## src/rtl/muldiv_issue.sv

```systemverilog
// M-extension issue stage: latches one RV64M instruction, handshakes with MULDIV, writes back.
// Optional macro MULDIV_FASTPATH_EN resolves divide-by-zero and signed overflow without MULDIV.
module muldiv_issue #(
   parameter int unsigned XLEN = 64
) (
   input  logic            clk,
   input  logic            rst,
   input  logic            start_i,
   input  logic [2:0]      funct3_i,
   input  logic            word_i,
   input  logic [XLEN-1:0] rs1_i,
   input  logic [XLEN-1:0] rs2_i,
   input  logic            flush_i,
   output logic            mul_en_o,
   output logic            req_valid_o,
   output logic [XLEN-1:0] op_1_o,
   output logic [XLEN-1:0] op_2_o,
   output logic            sign_op_1_o,
   output logic            sign_op_2_o,
   input  logic            ready_i,
   input  logic            valid_i,
   input  logic [XLEN-1:0] data_1_i,
   input  logic [XLEN-1:0] data_2_i,
   output logic            stall_o,
   output logic [XLEN-1:0] result_o,
   output logic            result_valid_o
);

   localparam int unsigned RegBus = XLEN;

   typedef enum logic [2:0] {StIdle, StReq, StWait, StDone, StDrain} state_e;

   state_e            state_q, state_d;
   logic [2:0]        funct3_q;
   logic              word_q;
   logic [RegBus-1:0] op_1_q, op_2_q, result_q;
   logic              mul_en_q, sign_1_q, sign_2_q;

   logic              is_mul, sgn_1, sgn_2;
   logic [RegBus-1:0] prep_1, prep_2;
   logic [RegBus-1:0] res_raw, res_sel;
   logic              fast;
   logic [RegBus-1:0] fast_res;

   function automatic logic [RegBus-1:0] word_adj(input logic [RegBus-1:0] r);
      return {{(RegBus-32){r[31]}}, r[31:0]};
   endfunction

   // High half / remainder for everything except MUL, DIV, DIVU.
   function automatic logic sel_hi(input logic [2:0] f3);
      return !(f3 == 3'd0 || f3 == 3'd4 || f3 == 3'd5);
   endfunction

   always_comb begin
      is_mul = ~funct3_i[2];
      case (funct3_i)
         3'd0, 3'd1, 3'd4, 3'd6: {sgn_1, sgn_2} = 2'b11;
         3'd2:                   {sgn_1, sgn_2} = 2'b10;
         default:                {sgn_1, sgn_2} = 2'b00;
      endcase
      prep_1 = rs1_i;
      prep_2 = rs2_i;
      if (word_i) begin
         prep_1 = {{(RegBus-32){sgn_1 & rs1_i[31]}}, rs1_i[31:0]};
         prep_2 = {{(RegBus-32){sgn_2 & rs2_i[31]}}, rs2_i[31:0]};
      end
   end

`ifdef MULDIV_FASTPATH_EN
   localparam logic [RegBus-1:0] MinNeg  = {1'b1, {(RegBus-1){1'b0}}};
   localparam logic [RegBus-1:0] MinNegW = {{(RegBus-31){1'b1}}, {31{1'b0}}};

   logic              div_zero, div_ovf;
   logic [RegBus-1:0] fast_quo, fast_rem, fast_raw;

   always_comb begin
      div_zero = ~is_mul & (prep_2 == '0);
      div_ovf  = ~is_mul & sgn_1 & (prep_1 == (word_i ? MinNegW : MinNeg)) & (prep_2 == '1);
      fast     = div_zero | div_ovf;
      fast_quo = div_zero ? '1 : prep_1;
      fast_rem = div_zero ? prep_1 : '0;
      fast_raw = sel_hi(funct3_i) ? fast_rem : fast_quo;
      fast_res = word_i ? word_adj(fast_raw) : fast_raw;
   end
`else
   assign fast     = 1'b0;
   assign fast_res = '0;
`endif

   always_comb begin
      res_raw = sel_hi(funct3_q) ? data_2_i : data_1_i;
      res_sel = word_q ? word_adj(res_raw) : res_raw;
   end

   always_comb begin
      state_d = state_q;
      unique case (state_q)
         StIdle:  if (start_i) state_d = fast ? StDone : StReq;
         StReq: begin
            if (flush_i)      state_d = StIdle;
            else if (ready_i) state_d = StWait;
         end
         StWait: begin
            if (flush_i && valid_i) state_d = StIdle;
            else if (flush_i)       state_d = StDrain;
            else if (valid_i)       state_d = StDone;
         end
         StDrain: if (valid_i) state_d = StIdle;
         StDone:  state_d = StIdle;
         default: state_d = StIdle;
      endcase
   end

   always_ff @(posedge clk) begin
      if (rst) begin
         state_q  <= StIdle;
         funct3_q <= '0;
         word_q   <= 1'b0;
         op_1_q   <= '0;
         op_2_q   <= '0;
         mul_en_q <= 1'b0;
         sign_1_q <= 1'b0;
         sign_2_q <= 1'b0;
         result_q <= '0;
      end else begin
         state_q <= state_d;
         if (state_q == StIdle && start_i) begin
            funct3_q <= funct3_i;
            word_q   <= word_i;
            op_1_q   <= prep_1;
            op_2_q   <= prep_2;
            mul_en_q <= is_mul;
            sign_1_q <= sgn_1;
            sign_2_q <= sgn_2;
            if (fast) result_q <= fast_res;
         end
         if (state_q == StWait && valid_i && !flush_i) result_q <= res_sel;
      end
   end

   // A flush in REQ withdraws the request in the same cycle so MULDIV never accepts it.
   assign req_valid_o    = (state_q == StReq) & ~flush_i;
   assign result_valid_o = (state_q == StDone);
   assign stall_o        = ((state_q == StIdle) & start_i) | (state_q == StReq) |
                           (state_q == StWait) | (state_q == StDrain);
   assign mul_en_o       = mul_en_q;
   assign sign_op_1_o    = sign_1_q;
   assign sign_op_2_o    = sign_2_q;
   assign op_1_o         = op_1_q;
   assign op_2_o         = op_2_q;
   assign result_o       = result_q;

endmodule
```

## config.mk

```make
export PLATFORM = sky130hd
export DESIGN_NAME = muldiv_issue
export DESIGN_NICKNAME = d
export VERILOG_FILES = /design/src/rtl/muldiv_issue.sv
export SDC_FILE = /design/constraint.sdc
export NUM_CORES = 1
export LEC_CHECK = 0
export CAP_MARGIN = 0
export CELL_PAD_IN_SITES_DETAIL_PLACEMENT = 1
export CELL_PAD_IN_SITES_GLOBAL_PLACEMENT = 1
export CORE_ASPECT_RATIO = 0.8
export CORE_MARGIN = 8
export CORE_UTILIZATION = 30
export CTS_CLUSTER_DIAMETER = 30
export DETAILED_ROUTE_END_ITERATION = 8
export PLACE_DENSITY_LB_ADDON = 0.12
export SLEW_MARGIN = 20
export SYNTH_ARGS = -nofsm -noshare
export SYNTH_HDL_FRONTEND = slang
export SYNTH_SLANG_ARGS = --single-unit
```

## constraint.sdc

```tcl
create_clock -name clk -period 3.7 [get_ports clk]
set_input_delay 0.74 -clock clk [delete_from_list [all_inputs] [get_ports clk]]
set_output_delay 0.74 -clock clk [all_outputs]
set_load 0.01 [all_outputs]
```

# Word level (Yosys, flattened, before mapping)
# Index checks and enable logic that the tools add are counted.
[totals]
ff_bits = 202
output_inout_bits = 198
wordCells = 59
[classes]
eq_ne = 14
muxes = 14
n_bitwise = 9
n_reduce_logical = 13
[op_table]
columns = ["cell", "n"]
rows = [
  ["64-bit two-way mux", 4],
  ["3-bit two-way mux", 7],
  ["3-bit == test, second input constant", 5],
  ["3-bit one-hot mux with 4 select lines", 1],
  ["3-bit by 2-bit == test with 1-bit output, second input constant", 3],
  ["3-bit logical NOT", 3],
  ["3-bit by 1-bit == test with 1-bit output, second input constant", 2],
  ["5-bit OR reduction", 1],
  ["1-bit bitwise AND", 4],
  ["1-bit logical AND", 4],
  ["2-bit != test, second input constant", 2],
  ["4-bit != test, second input constant", 1],
  ["4-bit AND reduction", 1],
  ["4-bit OR reduction", 1],
  ["3-bit != test, second input constant", 1],
  ["1-bit OR", 3],
  ["1-bit logical OR", 2],
  ["1-bit two-way mux", 2],
  ["1-bit NOT", 2],
  ["1-bit logical NOT", 1],
]

# Longest topological paths before layout
# Gate-level depths: netlist (run 1).
[depth]
ltp_word = 5
depth_mapped = 7

# Worst setup path after synthesis (run 1)
# No wires, ideal clock.
[synth_timing]
kind = "register to output"
start = "register state_q[0]"
end = "output port req_valid_o"
arrival_time_ps = 1113
path_slack_ps = 1847
stages_incl_launch_ff = 4
path_buffers = 1
path_cell_list = "dfxtp_1 -> clkbuf_1 -> inv_1 -> nor4_1"
[synth_between]
elab_chain_cells = 2
[synth_lines]
columns = ["element", "line", "text"]
rows = [
  ["start: declaration", "33", "state_e state_q, state_d;"],
  ["start signal: assignment", "116", "state_q <= StIdle;"],
  ["start signal: assignment", "126", "state_q <= state_d;"],
  ["3-bit by 1-bit == test with 1-bit output", "142", "assign req_valid_o = (state_q == StReq) & ~flush_i;"],
  ["1-bit bitwise AND", "142", ""],
  ["end: declaration", "15", "output logic req_valid_o,"],
]
# Every way passes these cells.

# Worst setup path after layout (run 1)
# Same ends and word-level chain as after synthesis.

==> results of run 1 <==
-- Yosys cell counts, types with 3 or more instances --
| library cell | number | share of area [%] |
|---|---|---|
| inv_1 | 69 | 2.9 |
| nor2_1 | 135 | 5.7 |
| clkbuf_1 | 52 | 2.2 |
| mux4_2 | 27 | 6.9 |
| buf_4 | 10 | 0.85 |
| mux4_1 | 5 | 1.5 |
| dfxtp_1 | 202 | 46 |
| a211oi_1 | 72 | 6.1 |
| nand2b_1 | 64 | 4.5 |
| buf_2 | 29 | 1.6 |
| nand2_1 | 208 | 8.8 |
| a311oi_1 | 32 | 3.2 |
| a211oi_2 | 25 | 3.5 |
| a21oi_1 | 71 | 4.0 |
| o21ai_0 | 3 | 0.17 |
-- layout by cell type, fill, tap and decap left out, types with 4 or more instances in the layout --
| cell type | Yosys | routed |
|---|---|---|
| buf_4 | 10 | 10 |
| mux4_1 | 5 | 5 |
| clkinv_2 | 0 | 9 |
| a21oi_1 | 71 | 70 |
| nand2b_1 | 64 | 64 |
| nor2_1 | 135 | 135 |
| a211oi_1 | 72 | 72 |
| buf_12 | 2 | 4 |
| inv_1 | 69 | 69 |
| diode_2 | 0 | 9 |
| nand2_1 | 208 | 207 |
| clkbuf_1 | 52 | 13 |
| a211oi_2 | 25 | 25 |
| clkbuf_16 | 0 | 54 |
| clkbuf_8 | 0 | 10 |
| bufinv_16 | 0 | 7 |
| dfxtp_1 | 202 | 202 |
| clkdlybuf4s50_1 | 0 | 461 |
| mux4_2 | 27 | 27 |
| a311oi_1 | 32 | 32 |
-- sequential cells by signal, indices dropped and copies added, names as in the netlist --
name and cells:
sign_op_2_o 1, result_o 64, mul_en_o 1, word_q 1
op_1_o 64, sign_op_1_o 1, state_q 3, op_2_o 64
funct3_q 3
-- report_power, final --
| part | leakage, nW | internal (mW) | switching (mW) |
|---|---|---|---|
| registers | 1.65 | 2.36 | 0.0974 |
| logic | 3.29 | 0.817 | 0.742 |
| clock network | 0.894 | 3.31 | 1.34 |
-- logic make-up (layout without fill, tap and decap cells) --
kind of cell	after synthesis	count (layout)	share of synthesized area, %
other	0	9	0
buffers and inverters	164	641	8.31
flip-flops	202	202	45.6
AO/OA/AOI/OAI	210	210	17.7
AND/OR/NAND/NOR	415	415	19.7
multiplexers	35	35	8.69
-- final cells by class --
class	count	share of cell area, %
diodes	9	0.145
clock buffers	77	9.91
clock inverters	18	1.80
inverters	69	1.67
multi-input cells	660	26.5
flip-flops and latches	202	26.1
well taps	377	3.04
repair buffers	477	30.9
-- final timing paths --
check | from | slack (ns) | endpoint | cells after the start
max | state_q[0] | 0.83 | req_valid_o | 3
min | op_1_o[20] | 0.45 | op_1_o[20] | 2
max reg2reg | state_q[0] | 1.46 | op_1_o[48] | 5
min reg2reg | op_1_o[20] | 0.45 | op_1_o[20] | 2
-- per-stage QoR --
step	cell area, um2	setup slack (ns)	cells
finish	15500	0.827	1889
global route	15500	0.710	1886
CTS	15500	0.795	1880
detailed placement	13700	0.818	1785
global placement	13700	0.812	1785
floorplan	8870	1.85	1026
-- worst register-to-register path, cell delays in order, from the launching register on --
cell and delay, ns:
dfxtp_1 0.43, nor3_1 0.40, and2_4 0.64, buf_12 0.32, nor2_1 0.09, a211oi_1 0.26
-- layer usage --
metal	global-route usage [%]	up-vias	part of all wire (%)	wire [um]
met4	9.37	12	3.1	1260
met1	24.1	4336	39	15800
met3	10.3	87	10	4080
met2	36.2	340	47	19100
li1	-	4355	-	-
met5	0	-	0.20	79
==> impl_metrics.json, run 1 <==
{
  "outcome": "complete, no violations",
  "peakVddDrop_uv": 335,
  "hold_buffers": 0,
  "ctsResizeCount": 0,
  "num_vias": 9130,
  "antenna_found_initial": 14,
  "path_buf_inv": 2,
  "crit_chain": "inv_1, nor4_1, clkdlybuf4s50_1",
  "initial_utilization_pct": 30.3,
  "clk_pin_slew_worst_paths_ns": 0.04,
  "yosysWarnings": 0,
  "synth_fp_nets": 1292,
  "crit_path_start_kind": "register",
  "clockBufferDepth": 3,
  "clock_sinks": 202,
  "cp-end-kind": "primary output",
  "place_congestion": 0.812,
  "fin_util_pct": 53.1,
  "ys_seq_elements": 202,
  "post-route-min-period_ns": 2.87,
  "slew_violations": 0,
  "hp-class": "register to register",
  "async_reset_ff_share_pct": 0,
  "cts-htree-levels": 2,
  "synthFlopType": "dfxtp_1",
  "postSynthCellCount": 1026,
  "power_mw": 8.67,
  "cts_setup_buffers": 0,
  "p_per_area_nw_per_um2": 559,
  "die_x_um": 208,
  "maxCapViolCount": 0,
  "clk_latency_ns": 0.55,
  "grt_start_max_net_pins": 129,
  "grt_pass1_wl_um": 60000,
  "core_area_um2": 29200,
  "firstDrtPassIters": 4,
  "hpwl_um": 28400,
  "cts_root_buffer": "clkbuf_16",
  "crit_slowest_cell": "dfxtp_1",
  "vias_per_cell": 4.83,
  "ys_seq_area_share_pct": 45.6,
  "finalSetupViolCount": 0,
  "worstMarginPinSlew_ns": 0.996,
  "drt-initial-drc-count": 367,
  "io_pins": 464,
  "arrival_ns": 2.13,
  "row_count": 56,
  "fin_nets": 1728,
  "cts_tree": "yes",
  "port_buffers": 463,
  "crit_family": "buffers and inverters",
  "wl_um": 40400,
  "drtAntennaViolNets": 0,
  "max_freq_mhz": 348,
  "cts_buffers": 52,
  "dieHeight_um": 170,
  "max_slew_margin_pct": 33.6,
  "crit_fanout": 11,
  "hold_viol": 0,
  "fin_crit_sh_pct": 77.6,
  "wl_per_cell_um": 21.4,
  "synth.distinct_cells": 30,
  "area_growth_pct": 74.9,
  "skew_ns": 0.0187,
  "die-area_um2": 35300,
  "netlist_area_um2": 8870,
  "grt_pass1_vias": 9741,
  "grt_overflow_total": 0,
  "setup_tns_ns": 0,
  "cp.required_ns": 2.96,
  "multi_input_area_um2": 4110,
  "grt_setup_unrepaired": "false",
  "synth_edf_count": 0,
  "post-route-drc-count": 0,
  "regArea_um2": 4040,
  "whs_ns": 0.451,
  "slowest_delay_ns": 0.58,
  "critical_path_class": "register to primary output",
  "drive_gt1_share_pct": 10.4,
  "num-fill-cells": 3269,
  "grt_usage_pct": 21.9,
  "syn_avg_cell_area_um2": 8.64,
  "leakagePower_nw": 5.84
}
Power figures use the tool's default switching activity.
==> inputs of run 2 (changes only) <==
--- a/config.mk
+++ b/config.mk
@@ -10,7 +10,7 @@
 export CELL_PAD_IN_SITES_GLOBAL_PLACEMENT = 1
 export CORE_ASPECT_RATIO = 0.8
 export CORE_MARGIN = 8
-export CORE_UTILIZATION = 30
+export CORE_UTILIZATION = 28
 export CTS_CLUSTER_DIAMETER = 30
 export DETAILED_ROUTE_END_ITERATION = 8
 export PLACE_DENSITY_LB_ADDON = 0.12
==> constraint.sdc (replaced) <==
create_clock -name clk -period 3 [get_ports clk]
set_input_delay 0.6 -clock clk [delete_from_list [all_inputs] [get_ports clk]]
set_output_delay 0.6 -clock clk [all_outputs]
set_load 0.01 [all_outputs]
==> run 2 against run 1 <==
  * Wire length decreased by 1.7%
  * First-iteration DRC count rose by 22%
  * Global-route usage is 1.9 points lower
  * Power is 20% higher
  * Largest cell class unchanged
  * Highest routed layer unchanged
==> impl_metrics.json, run 2 (same netlist as run 1, synthesis figures left out) <==
{
  "outcome": "complete, no violations",
  "cts_root_buffer": "clkbuf_16",
  "wl_met1_um": 15800,
  "maxCapViolCount": 0,
  "skew_ns": 0.0151,
  "post-route-min-period_ns": 2.73,
  "slew_violations": 0,
  "antenna_found_initial": 5,
  "fin_crit_sh_pct": 90.9,
  "worstMarginPinSlew_ns": 0.953,
  "drt-initial-drc-count": 448,
  "num_vias": 9036,
  "grt_start_max_net_pins": 129,
  "core_area_um2": 31300,
  "met2_length_um": 19000,
  "crit_fanout": 11,
  "grt_overflow_total": 0,
  "power_mw": 10.4,
  "cts-htree-levels": 2,
  "wl_per_cell_um": 20.5,
  "row_count": 58,
  "cts_buffers": 53,
  "port_buffers": 463,
  "num-fill-cells": 3527,
  "area_growth_pct": 75.3,
  "slowest_delay_ns": 0.59,
  "top_layer_used": "met5",
  "placed_cells": 1830,
  "path_buf_inv": 2,
  "die-area_um2": 37700,
  "hold_viol": 0,
  "vias_per_cell": 4.67,
  "clockBufferDepth": 3,
  "max_freq_mhz": 367,
  "crit_path_start_kind": "register",
  "regArea_um2": 4040,
  "hp-class": "register to register",
  "leakagePower_nw": 5.81,
  "drtAntennaViolNets": 0,
  "final_common_cell": "clkdlybuf4s50_1",
  "crit_family": "buffers and inverters",
  "cp-end-kind": "primary output",
  "place_congestion": 0.749,
  "dieHeight_um": 175,
  "cts_setup_buffers": 0,
  "max_slew_margin_pct": 36.4,
  "grt_pass1_wl_um": 59000,
  "critical_path_class": "register to primary output",
  "grt_setup_unrepaired": "false",
  "crit_chain": "inv_1, nor4_1, clkdlybuf4s50_1",
  "wl_um": 39700,
  "firstDrtPassIters": 4,
  "p_per_area_nw_per_um2": 670,
  "finalSetupViolCount": 0,
  "clk_latency_ns": 0.55,
  "cp.required_ns": 2.40,
  "grt_pass1_vias": 9406,
  "clk_pin_slew_worst_paths_ns": 0.04,
  "setup_tns_ns": 0,
  "multi_input_area_um2": 4110,
  "met3_length_um": 3900,
  "final_cells": 1933,
  "initial_utilization_pct": 28.3,
  "io_pins": 464,
  "clock_sinks": 202,
  "grt_usage_pct": 20.0,
  "crit_slowest_cell": "clkdlybuf4s50_1",
  "cts_tree": "yes",
  "post-route-drc-count": 0,
  "drive_gt1_share_pct": 11.0,
  "arrival_ns": 2.13,
  "hpwl_um": 28300,
  "fin_nets": 1731,
  "ctsResizeCount": 0,
  "die_x_um": 215,
  "hold_buffers": 0,
  "peakVddDrop_uv": 519,
  "mostFrequentLayoutCells": "clkdlybuf4s50_1, nand2_1, dfxtp_1, nor2_1, a211oi_1"
}
[run 2: cell count changes in the layout (fill, tap and decap cells not counted), sizes merged]
cell / before / now
buf: 16 / 18
bufinv: 7 / 3
clkbuf: 77 / 72
clkinv: 10 / 12
clkinvlp: 1 / 10
diode: 9 / 5
inv: 69 / 70
[run 2: area by class of cell]
cell class	count	share of cell area, %
Clock buffer	72	9.78
Multi-Input combinational cell	660	26.4
Tap cell	420	3.38
Sequential cell	202	26.0
Inverter	69	1.67
Clock inverter	26	1.51
Timing Repair Buffer	479	31.1
Antenna cell	5	0.0805
[run 2: per-stage QoR]
step	util, %	area (um2)	setup WS, ns	hold WS, ns
3_3_place_gp	44.0	13800	0.396	0.441
2_1_floorplan	-	8870	1.29	0.436
3_5_place_dp	44.0	13800	0.378	0.448
6_report	49.7	15500	0.274	0.452
4_1_cts	49.7	15500	0.220	0.454
5_1_grt	49.7	15500	0.149	0.468
[run 2: per-layer routing]
| layer | global-route usage, % | up-vias |
|---|---|---|
| met1 | 22.4 | 4305 |
| met4 | 6.36 | 4 |
| met3 | 9.28 | 62 |
| li1 | - | 4355 |
| met2 | 33.6 | 310 |
| met5 | 0 | - |
[run 2: worst min-delay path, cell delays in order (launching register included)]
cell and delay [ns]:
dfxtp_1 0.30, nand2_1 0.05, a21oi_1 0.05
[run 2: path summary, 6_finish.rpt]
check | start | end | slack (ns) | cells past startpoint
max | state_q[0] | req_valid_o | 0.27 | 3
min | op_2_o[2] | op_2_o[2] | 0.45 | 2
max reg2reg | funct3_q[2] | result_o[57] | 0.94 | 5
min reg2reg | op_2_o[2] | op_2_o[2] | 0.45 | 2
[run 2: report_power, final]
part / internal, mW / switching [mW]
clock network: 3.76 / 1.69
registers: 2.91 / 0.117
logic: 1.02 / 0.915
